==> src/rtl/dot_product_tree_if.sv <==
// Beat-input / frame-result handshake bundle for dot_product_tree.
// The master drives beats and consumes results; the slave is the engine.
interface dot_product_tree_if #(
  parameter int DATA_WIDTH  = 8,
  parameter int COEFF_WIDTH = 8,
  parameter int NUM_TAPS    = 4,
  parameter int ACC_BITS    = 8
);
  localparam int LOG_TAPS  = $clog2(NUM_TAPS);
  localparam int RES_WIDTH = DATA_WIDTH + COEFF_WIDTH + LOG_TAPS + ACC_BITS;

  logic                            in_valid;
  logic                            in_ready;
  logic                            in_last;
  logic [NUM_TAPS*DATA_WIDTH-1:0]  data;
  logic [NUM_TAPS*COEFF_WIDTH-1:0] coeff;
  logic                            out_valid;
  logic                            out_ready;
  logic [RES_WIDTH-1:0]            result;
  logic                            overflow;

  modport master (
    output in_valid, in_last, data, coeff, out_ready,
    input  in_ready, out_valid, result, overflow
  );

  modport slave (
    input  in_valid, in_last, data, coeff, out_ready,
    output in_ready, out_valid, result, overflow
  );
endinterface

==> src/rtl/dot_product_tree.sv <==
// Pipelined NUM_TAPS-way multiply / registered adder tree with multi-beat frame accumulation.
// Define DOTP_SIGNED_EN for two's-complement operands and signed-range overflow.
module dot_product_tree #(
  parameter int DATA_WIDTH  = 8,
  parameter int COEFF_WIDTH = 8,
  parameter int NUM_TAPS    = 4,
  parameter int ACC_BITS    = 8
) (
  input logic               clk,
  input logic               reset,
  dot_product_tree_if.slave dp
);
  localparam int LOG_TAPS   = $clog2(NUM_TAPS);
  localparam int PROD_WIDTH = DATA_WIDTH + COEFF_WIDTH;
  localparam int TREE_WIDTH = PROD_WIDTH + LOG_TAPS;
  localparam int RES_WIDTH  = TREE_WIDTH + ACC_BITS;
`ifdef DOTP_SIGNED_EN
  localparam bit SIGNED_EN = 1'b1;
`else
  localparam bit SIGNED_EN = 1'b0;
`endif

  logic                           stall_s;
  logic                           accept_s;
  logic [NUM_TAPS*PROD_WIDTH-1:0] prod_s;
  logic [NUM_TAPS*PROD_WIDTH-1:0] prod_r;
  logic                           m_valid_r;
  logic                           m_last_r;

  logic [TREE_WIDTH-1:0]          tree_sum_s;
  logic                           tree_valid_s;
  logic                           tree_last_s;
  logic [RES_WIDTH-1:0]           sum_ext_s;
  logic [RES_WIDTH:0]             add_s;
  logic                           ovf_s;
  logic [RES_WIDTH-1:0]           acc_next_s;
  logic                           sticky_next_s;
  logic [RES_WIDTH-1:0]           acc_r;
  logic                           acc_empty_r;
  logic                           sticky_r;

  logic                           out_valid_r;
  logic [RES_WIDTH-1:0]           result_r;
  logic                           overflow_r;

  // A pending result that is not being taken freezes the whole pipe.
  assign stall_s      = out_valid_r & ~dp.out_ready;
  assign accept_s     = dp.in_valid & ~stall_s;
  assign dp.in_ready  = ~stall_s;
  assign dp.out_valid = out_valid_r;
  assign dp.result    = result_r;
  assign dp.overflow  = overflow_r;

  // Per-tap products; operands are extended to the product width so the low bits are exact in either mode.
  always_comb begin
    prod_s = '0;
    for (int i = 0; i < NUM_TAPS; i++) begin
      prod_s[i*PROD_WIDTH +: PROD_WIDTH] =
        {{COEFF_WIDTH{SIGNED_EN & dp.data[i*DATA_WIDTH + DATA_WIDTH - 1]}},
         dp.data[i*DATA_WIDTH +: DATA_WIDTH]} *
        {{DATA_WIDTH{SIGNED_EN & dp.coeff[i*COEFF_WIDTH + COEFF_WIDTH - 1]}},
         dp.coeff[i*COEFF_WIDTH +: COEFF_WIDTH]};
    end
  end

  // Stage M: product registers with their beat markers.
  always_ff @(posedge clk or negedge reset) begin
    if (!reset) begin
      prod_r    <= '0;
      m_valid_r <= 1'b0;
      m_last_r  <= 1'b0;
    end else if (!stall_s) begin
      prod_r    <= prod_s;
      m_valid_r <= accept_s;
      m_last_r  <= accept_s & dp.in_last;
    end
  end

  for (genvar l = 0; l < LOG_TAPS; l++) begin : g_lvl
    localparam int IN_W  = PROD_WIDTH + l;
    localparam int OUT_N = NUM_TAPS >> (l + 1);

    logic [2*OUT_N*IN_W-1:0]    src_s;
    logic                       src_valid_s;
    logic                       src_last_s;
    logic [OUT_N*(IN_W+1)-1:0]  sum_s;
    logic [OUT_N*(IN_W+1)-1:0]  sum_r;
    logic                       valid_r;
    logic                       last_r;

    if (l == 0) begin : g_first
      assign src_s       = prod_r;
      assign src_valid_s = m_valid_r;
      assign src_last_s  = m_last_r;
    end else begin : g_next
      assign src_s       = g_lvl[l-1].sum_r;
      assign src_valid_s = g_lvl[l-1].valid_r;
      assign src_last_s  = g_lvl[l-1].last_r;
    end

    // Pairwise adders, one bit wider than their operands.
    always_comb begin
      sum_s = '0;
      for (int j = 0; j < OUT_N; j++) begin
        sum_s[j*(IN_W+1) +: IN_W+1] =
          {SIGNED_EN & src_s[(2*j+1)*IN_W - 1], src_s[2*j*IN_W +: IN_W]} +
          {SIGNED_EN & src_s[(2*j+2)*IN_W - 1], src_s[(2*j+1)*IN_W +: IN_W]};
      end
    end

    // Tree level register; markers ride along with the partial sums.
    always_ff @(posedge clk or negedge reset) begin
      if (!reset) begin
        sum_r   <= '0;
        valid_r <= 1'b0;
        last_r  <= 1'b0;
      end else if (!stall_s) begin
        sum_r   <= sum_s;
        valid_r <= src_valid_s;
        last_r  <= src_valid_s & src_last_s;
      end
    end
  end

  assign tree_sum_s   = g_lvl[LOG_TAPS-1].sum_r;
  assign tree_valid_s = g_lvl[LOG_TAPS-1].valid_r;
  assign tree_last_s  = g_lvl[LOG_TAPS-1].last_r;
  assign sum_ext_s    = {{ACC_BITS{SIGNED_EN & tree_sum_s[TREE_WIDTH-1]}}, tree_sum_s};
  assign add_s        = {1'b0, acc_r} + {1'b0, sum_ext_s};

`ifdef DOTP_SIGNED_EN
  // Same-sign operands producing an opposite-sign sum leave the signed range.
  assign ovf_s = (acc_r[RES_WIDTH-1] == sum_ext_s[RES_WIDTH-1]) &
                 (add_s[RES_WIDTH-1] != acc_r[RES_WIDTH-1]);
`else
  assign ovf_s = add_s[RES_WIDTH];
`endif

  // Next accumulator value: first beat of a frame loads, later beats add and may set the sticky flag.
  always_comb begin
    acc_next_s    = '0;
    sticky_next_s = 1'b0;
    if (acc_empty_r) begin
      acc_next_s    = sum_ext_s;
      sticky_next_s = 1'b0;
    end else begin
      acc_next_s    = add_s[RES_WIDTH-1:0];
      sticky_next_s = sticky_r | ovf_s;
    end
  end

  // Stage A: frame accumulator; invalid markers leave it untouched.
  always_ff @(posedge clk or negedge reset) begin
    if (!reset) begin
      acc_r       <= '0;
      acc_empty_r <= 1'b1;
      sticky_r    <= 1'b0;
    end else if (!stall_s && tree_valid_s) begin
      acc_r       <= acc_next_s;
      acc_empty_r <= tree_last_s;
      sticky_r    <= sticky_next_s;
    end
  end

  // Result registers: loaded on a frame's last beat, otherwise dropped once handed over.
  always_ff @(posedge clk or negedge reset) begin
    if (!reset) begin
      out_valid_r <= 1'b0;
      result_r    <= '0;
      overflow_r  <= 1'b0;
    end else if (!stall_s) begin
      if (tree_valid_s && tree_last_s) begin
        out_valid_r <= 1'b1;
        result_r    <= acc_next_s;
        overflow_r  <= sticky_next_s;
      end else begin
        out_valid_r <= 1'b0;
      end
    end
  end
endmodule

==> src/flat_wrapper.sv <==
// flat-port wrapper written by rule: the top's interface ports become plain ports
module dot_product_tree_flat 
#(
  parameter int DATA_WIDTH  = 8,
  parameter int COEFF_WIDTH = 8,
  parameter int NUM_TAPS    = 4,
  parameter int ACC_BITS    = 8
)
  (clk, reset, dp_in_valid, dp_in_last, dp_data, dp_coeff, dp_out_ready, dp_in_ready, dp_out_valid, dp_result, dp_overflow);
  dot_product_tree_if #(.DATA_WIDTH(DATA_WIDTH), .COEFF_WIDTH(COEFF_WIDTH), .NUM_TAPS(NUM_TAPS), .ACC_BITS(ACC_BITS)) dp_i ();
  input logic clk;
  input logic reset;
  input wire logic [$bits(dp_i.in_valid)-1:0] dp_in_valid;
  input wire logic [$bits(dp_i.in_last)-1:0] dp_in_last;
  input wire logic [$bits(dp_i.data)-1:0] dp_data;
  input wire logic [$bits(dp_i.coeff)-1:0] dp_coeff;
  input wire logic [$bits(dp_i.out_ready)-1:0] dp_out_ready;
  output wire logic [$bits(dp_i.in_ready)-1:0] dp_in_ready;
  output wire logic [$bits(dp_i.out_valid)-1:0] dp_out_valid;
  output wire logic [$bits(dp_i.result)-1:0] dp_result;
  output wire logic [$bits(dp_i.overflow)-1:0] dp_overflow;
  assign dp_i.in_valid = dp_in_valid;
  assign dp_i.in_last = dp_in_last;
  assign dp_i.data = dp_data;
  assign dp_i.coeff = dp_coeff;
  assign dp_i.out_ready = dp_out_ready;
  assign dp_in_ready = dp_i.in_ready;
  assign dp_out_valid = dp_i.out_valid;
  assign dp_result = dp_i.result;
  assign dp_overflow = dp_i.overflow;
  dot_product_tree #(.DATA_WIDTH(DATA_WIDTH), .COEFF_WIDTH(COEFF_WIDTH), .NUM_TAPS(NUM_TAPS), .ACC_BITS(ACC_BITS)) u_core (.clk(clk), .reset(reset), .dp(dp_i));
endmodule
==> config.mk <==
export PLATFORM = sky130hd
export DESIGN_NAME = dot_product_tree_flat
export DESIGN_NICKNAME = d
export VERILOG_FILES = /design/src/rtl/dot_product_tree_if.sv /design/src/rtl/dot_product_tree.sv /design/src/flat_wrapper.sv
export SDC_FILE = /design/constraint.sdc
export NUM_CORES = 1
export LEC_CHECK = 0
export ABC_CLOCK_PERIOD_IN_PS = 2700
export CELL_PAD_IN_SITES_DETAIL_PLACEMENT = 2
export CELL_PAD_IN_SITES_GLOBAL_PLACEMENT = 2
export CORE_MARGIN = 1
export CORE_UTILIZATION = 35
export DETAILED_ROUTE_END_ITERATION = 7
export GPL_ROUTABILITY_DRIVEN = 0
export PLACE_DENSITY = 0.76
export SYNTH_ARGS = -nofsm -noshare
export SYNTH_HDL_FRONTEND = slang
export SYNTH_SLANG_ARGS = --single-unit
==> constraint.sdc <==
create_clock -name clk -period 2.7 [get_ports clk]
set_input_delay 0.405 -clock clk [delete_from_list [all_inputs] [get_ports clk]]
set_output_delay 0.405 -clock clk [all_outputs]
set_load 0.1 [all_outputs]
==> flow_summary.toml, run 1 <==
[placement]
preCtsSetupSlack_ps = -2200
portBuffers = 97
dpl.cell_count = 2953
hpwl_um = 46900

[sta]
slew_headroom_pct = 51.9
worst_slew_pin_slew_ps = 714
finalClockSkew_ps = 19.7
setup_viol = 74
hold_viol = 0
fmax_mhz = 246
final.period_utilization_pct = 150
period_needed_ps = 4060
drv_slew = 0
finalWorstSetupSlack_ps = -1360
rsz0062_at_grt = "yes"

[finish]
layout.nets = 2799
diodes = 0
syn_to_final_growth_pct = 39.4
final_util_pct = 49.5
layout-drive-gt1-share_pct = 34.3
fillers = 5154
layoutNonFillerInstCount = 3056

[hold_path]
hp-class = "in2reg"

[drt]
vias = 16600
drt-pass1-iter-count = 6
viasPerCell = 5.43
final_antenna_net_count = 0
routedWlPerCell_um = 25.7
drc_errors = 0
wl_um = 78600
drt_iter0_drc = 781

[yosys]
syn-instance-count = 1995
syn_area_mm2 = 0.0179
ys_warn_count = 0
synth_seq_area_share_pct = 25.0
synth.distinct_cells = 67
synth_nets = 2423
avgSynthCellArea_um2 = 8.95
synth-async-reset-ratio_pct = 100
synth-edff-count = 0
ys_seq_elements = 178
synth-main-ff-cell = "dfrtp_1"

[clock_network]
clock-sinks = 178
clockRootBuffer = "clkbuf_16"
clkLatencyLatePin_ps = 460
clockBufferDepth = 2
cts_buffers = 17
cts_tree = "yes"
htreeDepth = 4
clkTransAtPathRegs_ps = 80

[grt]
grt_pass1_vias = 19200
antenna_found_initial = 0
overflow = 0
grt_util_all_layers_pct = 25.6
grt_pass1_wl_um = 106000
grt_max_degree = 79

[power_and_ir_drop]
power_mw = 34.0
p_leak_nw = 11.8
powerDensity_mw_per_mm2 = 1360
peakVddDrop_v = 0.000644

[setup_path]
reg2reg_slack_ps = -230
cp_slowest_stage_delay_ps = 550
critPathRequiredTime_ps = 3000
criticalPathCategory = "in2reg"
cp_slowest_cell = "fa_1"
crit_path_end_kind = "flop"
startpoint_type = "primary input"
arrival_ps = 4360
crit_chain = "buf_12 -> buf_6 -> and2_4 -> fa_2 -> fa_1 -> inv_2 -> fa_1 -> fa_1 -> inv_2 -> ha_4 -> buf_6 -> buf_6 -> inv_6 -> o21ai_4 -> a21oi_4 -> o21ai_4 -> a31oi_4 -> xor2_1 -> a21oi_1"
crit_fanout = 6

[floorplan]
core_region_area_mm2 = 0.0503
die-area_mm2 = 0.0519
io_pins = 98
start_util_pct = 35.5
core.rowCount = 82
die_w_um = 228
fp.dieH_um = 228

[run_status]
violations = "negative setup slack"
status = "complete, but fails checks"

[flow_run]
max_cap_violations = 0
-- where the power goes --
group / internal [mW] / switching, mW / leakage (nW) / total [mW]
clock network: 1.51 / 1.19 / 0.279 / 2.70
registers: 3.97 / 1.26 / 2.12 / 5.23
logic: 11.1 / 14.9 / 9.43 / 26.0
total: 16.6 / 17.4 / 11.8 / 34.0
-- stage by stage --
stage / area (um2) / TNS [ps] / hold slack (ps)
global route: 24900 / -48520 / 343
floorplan: 18300 / -32920 / 109
global placement: 21800 / -74170 / 439
detailed placement: 21800 / -85090 / 450
CTS: 23600 / -36270 / 329
finish: 24900 / -42730 / 334
-- timing repair --
item	in CTS	in global routing
setup endpoints to repair	79	91
hold buffers	1	0
hold endpoints to repair	38	0
gates resized for setup	553	267
buffers inserted	48	48
pin swaps	223	193
-- cell families after synthesis --
family | count (synthesis) | share of synthesized area, %
buf+inv | 279 | 5.87
mux | 16 | 0.918
simple gates | 692 | 19.3
compound gates | 380 | 13.1
xor+xnor | 91 | 4.46
flops | 178 | 25.0
fa+ha+maj | 359 | 31.4
-- worst paths after layout --
check,from,to,depth (start not counted)
worst max register to register,u_core.g_lvl[0].src_s[4]$_DFFE_PN0N_,u_core.g_lvl[0].sum_r[13]$_DFFE_PN0N_,10
worst max-delay path,dp_data[11],u_core.g_lvl[0].src_s[30]$_DFFE_PN0N_,19
min in group asynchronous,reset,u_core.g_lvl[0].src_last_s$_DFFE_PN0N_,2
worst min register to register,u_core.dp.result[10]$_DFFE_PN0P_,u_core.dp.result[10]$_DFFE_PN0P_,2
max in group asynchronous,reset,u_core.g_lvl[0].src_s[16]$_DFFE_PN0N_,3
worst min-delay path,dp_data[8],u_core.g_lvl[0].src_s[16]$_DFFE_PN0N_,4
-- critical path: cells and delay by family --
kind                       cells  cell delay [ps]
buffers and inverters          7              590
and+or+nand+nor                1              130
adders and majority gates      5             2180
AOI/OAI and AO/OA              5              770
xor gates and xnor gates       1              270
-- cell type report --
type,count,area [um2],area share (%)
Sequential cell,178,4460,17.9
Clock buffer,23,468,1.88
Tap cell,672,841,3.38
Inverter,230,883,3.55
Clock inverter,9,130,0.523
Multi-Input combinational cell,1538,14400,58.0
Timing Repair Buffer,406,3670,14.7
-- cell usage after synthesis (all sizes together), types with 3 or more instances --
| library cell | n | share of area, % |
|---|---|---|
| o31ai | 16 | 0.70 |
| a21boi | 6 | 0.25 |
| nand2b | 16 | 0.56 |
| and2 | 203 | 7.1 |
| dfrtp | 177 | 25 |
| mux2 | 3 | 0.19 |
| nand3 | 22 | 0.69 |
| or3 | 6 | 0.21 |
| a31oi | 18 | 0.71 |
| nor2b | 15 | 0.53 |
| or4b | 3 | 0.19 |
| a21o | 28 | 1.2 |
| a31o | 4 | 0.20 |
| xnor2 | 47 | 2.3 |
| or2 | 4 | 0.14 |
| buf | 7 | 0.15 |
| o21ai | 107 | 3.0 |
| nand4 | 4 | 0.14 |
| nand2 | 228 | 4.8 |
| and3 | 11 | 0.39 |
| nor4b | 4 | 0.20 |
| o211ai | 9 | 0.38 |
| fa | 148 | 17 |
| mux2i | 13 | 0.73 |
| nor3b | 8 | 0.34 |
| a211oi | 13 | 0.57 |
| a21oi | 130 | 3.6 |
| xor2 | 44 | 2.2 |
| a211o | 4 | 0.20 |
| nor3 | 44 | 1.3 |
| a311oi | 3 | 0.15 |
| inv | 230 | 4.8 |
| o21bai | 8 | 0.34 |
| nor2 | 117 | 2.5 |
| o31a | 4 | 0.25 |
| clkbuf | 42 | 0.88 |
| o21a | 15 | 0.63 |
| ha | 211 | 15 |
-- layout by cell type (no fill, tap or decap), types with 14 or more instances in the layout --
cell and n:
nor3_1 33, fa_1 115, xnor2_1 27, fa_2 33
ha_4 32, buf_4 265, a21oi_2 25, and2_4 57
nand2_1 203, xor2_1 38, buf_6 88, nand2_2 14
xnor2_2 15, ha_1 171, o21ai_4 14, o21ai_1 28
nand3_1 18, and2_1 146, o21a_1 15, buf_12 15
a21oi_1 94, inv_2 46, inv_1 177, dfrtp_1 175
o21ai_0 59, a21o_1 27, clkbuf_16 17, nor2_1 105
-- flip-flops by register name (all words and copies together), names as in the netlist --
| name | cells |
|---|---|
| u_core.dp.overflow | 1 |
| u_core.g_lvl.src_s | 64 |
| u_core.sticky_r | 1 |
| u_core.dp.out_valid | 1 |
| u_core.acc_empty_r | 1 |
| u_core.g_lvl.valid_r | 2 |
| u_core.g_lvl.last_r | 2 |
| u_core.g_lvl.src_last_s | 1 |
| u_core.g_lvl.sum_r | 52 |
| u_core.g_lvl.src_valid_s | 1 |
| u_core.acc_r | 26 |
| u_core.dp.result | 26 |
-- routing by layer --
layer	global-route usage, %	routed length (um)	vias up
met5	0	0	-
met4	8.26	3290	0
met3	1.88	1830	184
met2	51.7	44600	384
met1	27.8	28900	8683
li1	-	-	7358
Note: power is estimated with default switching activity, not from simulation.
==> run 2: changes to the inputs <==
Settings changed: SLEW_MARGIN from default to 20.
==> results of run 2 <==
Same layout as run 1: the final DEF is identical, and so are final timing and power.
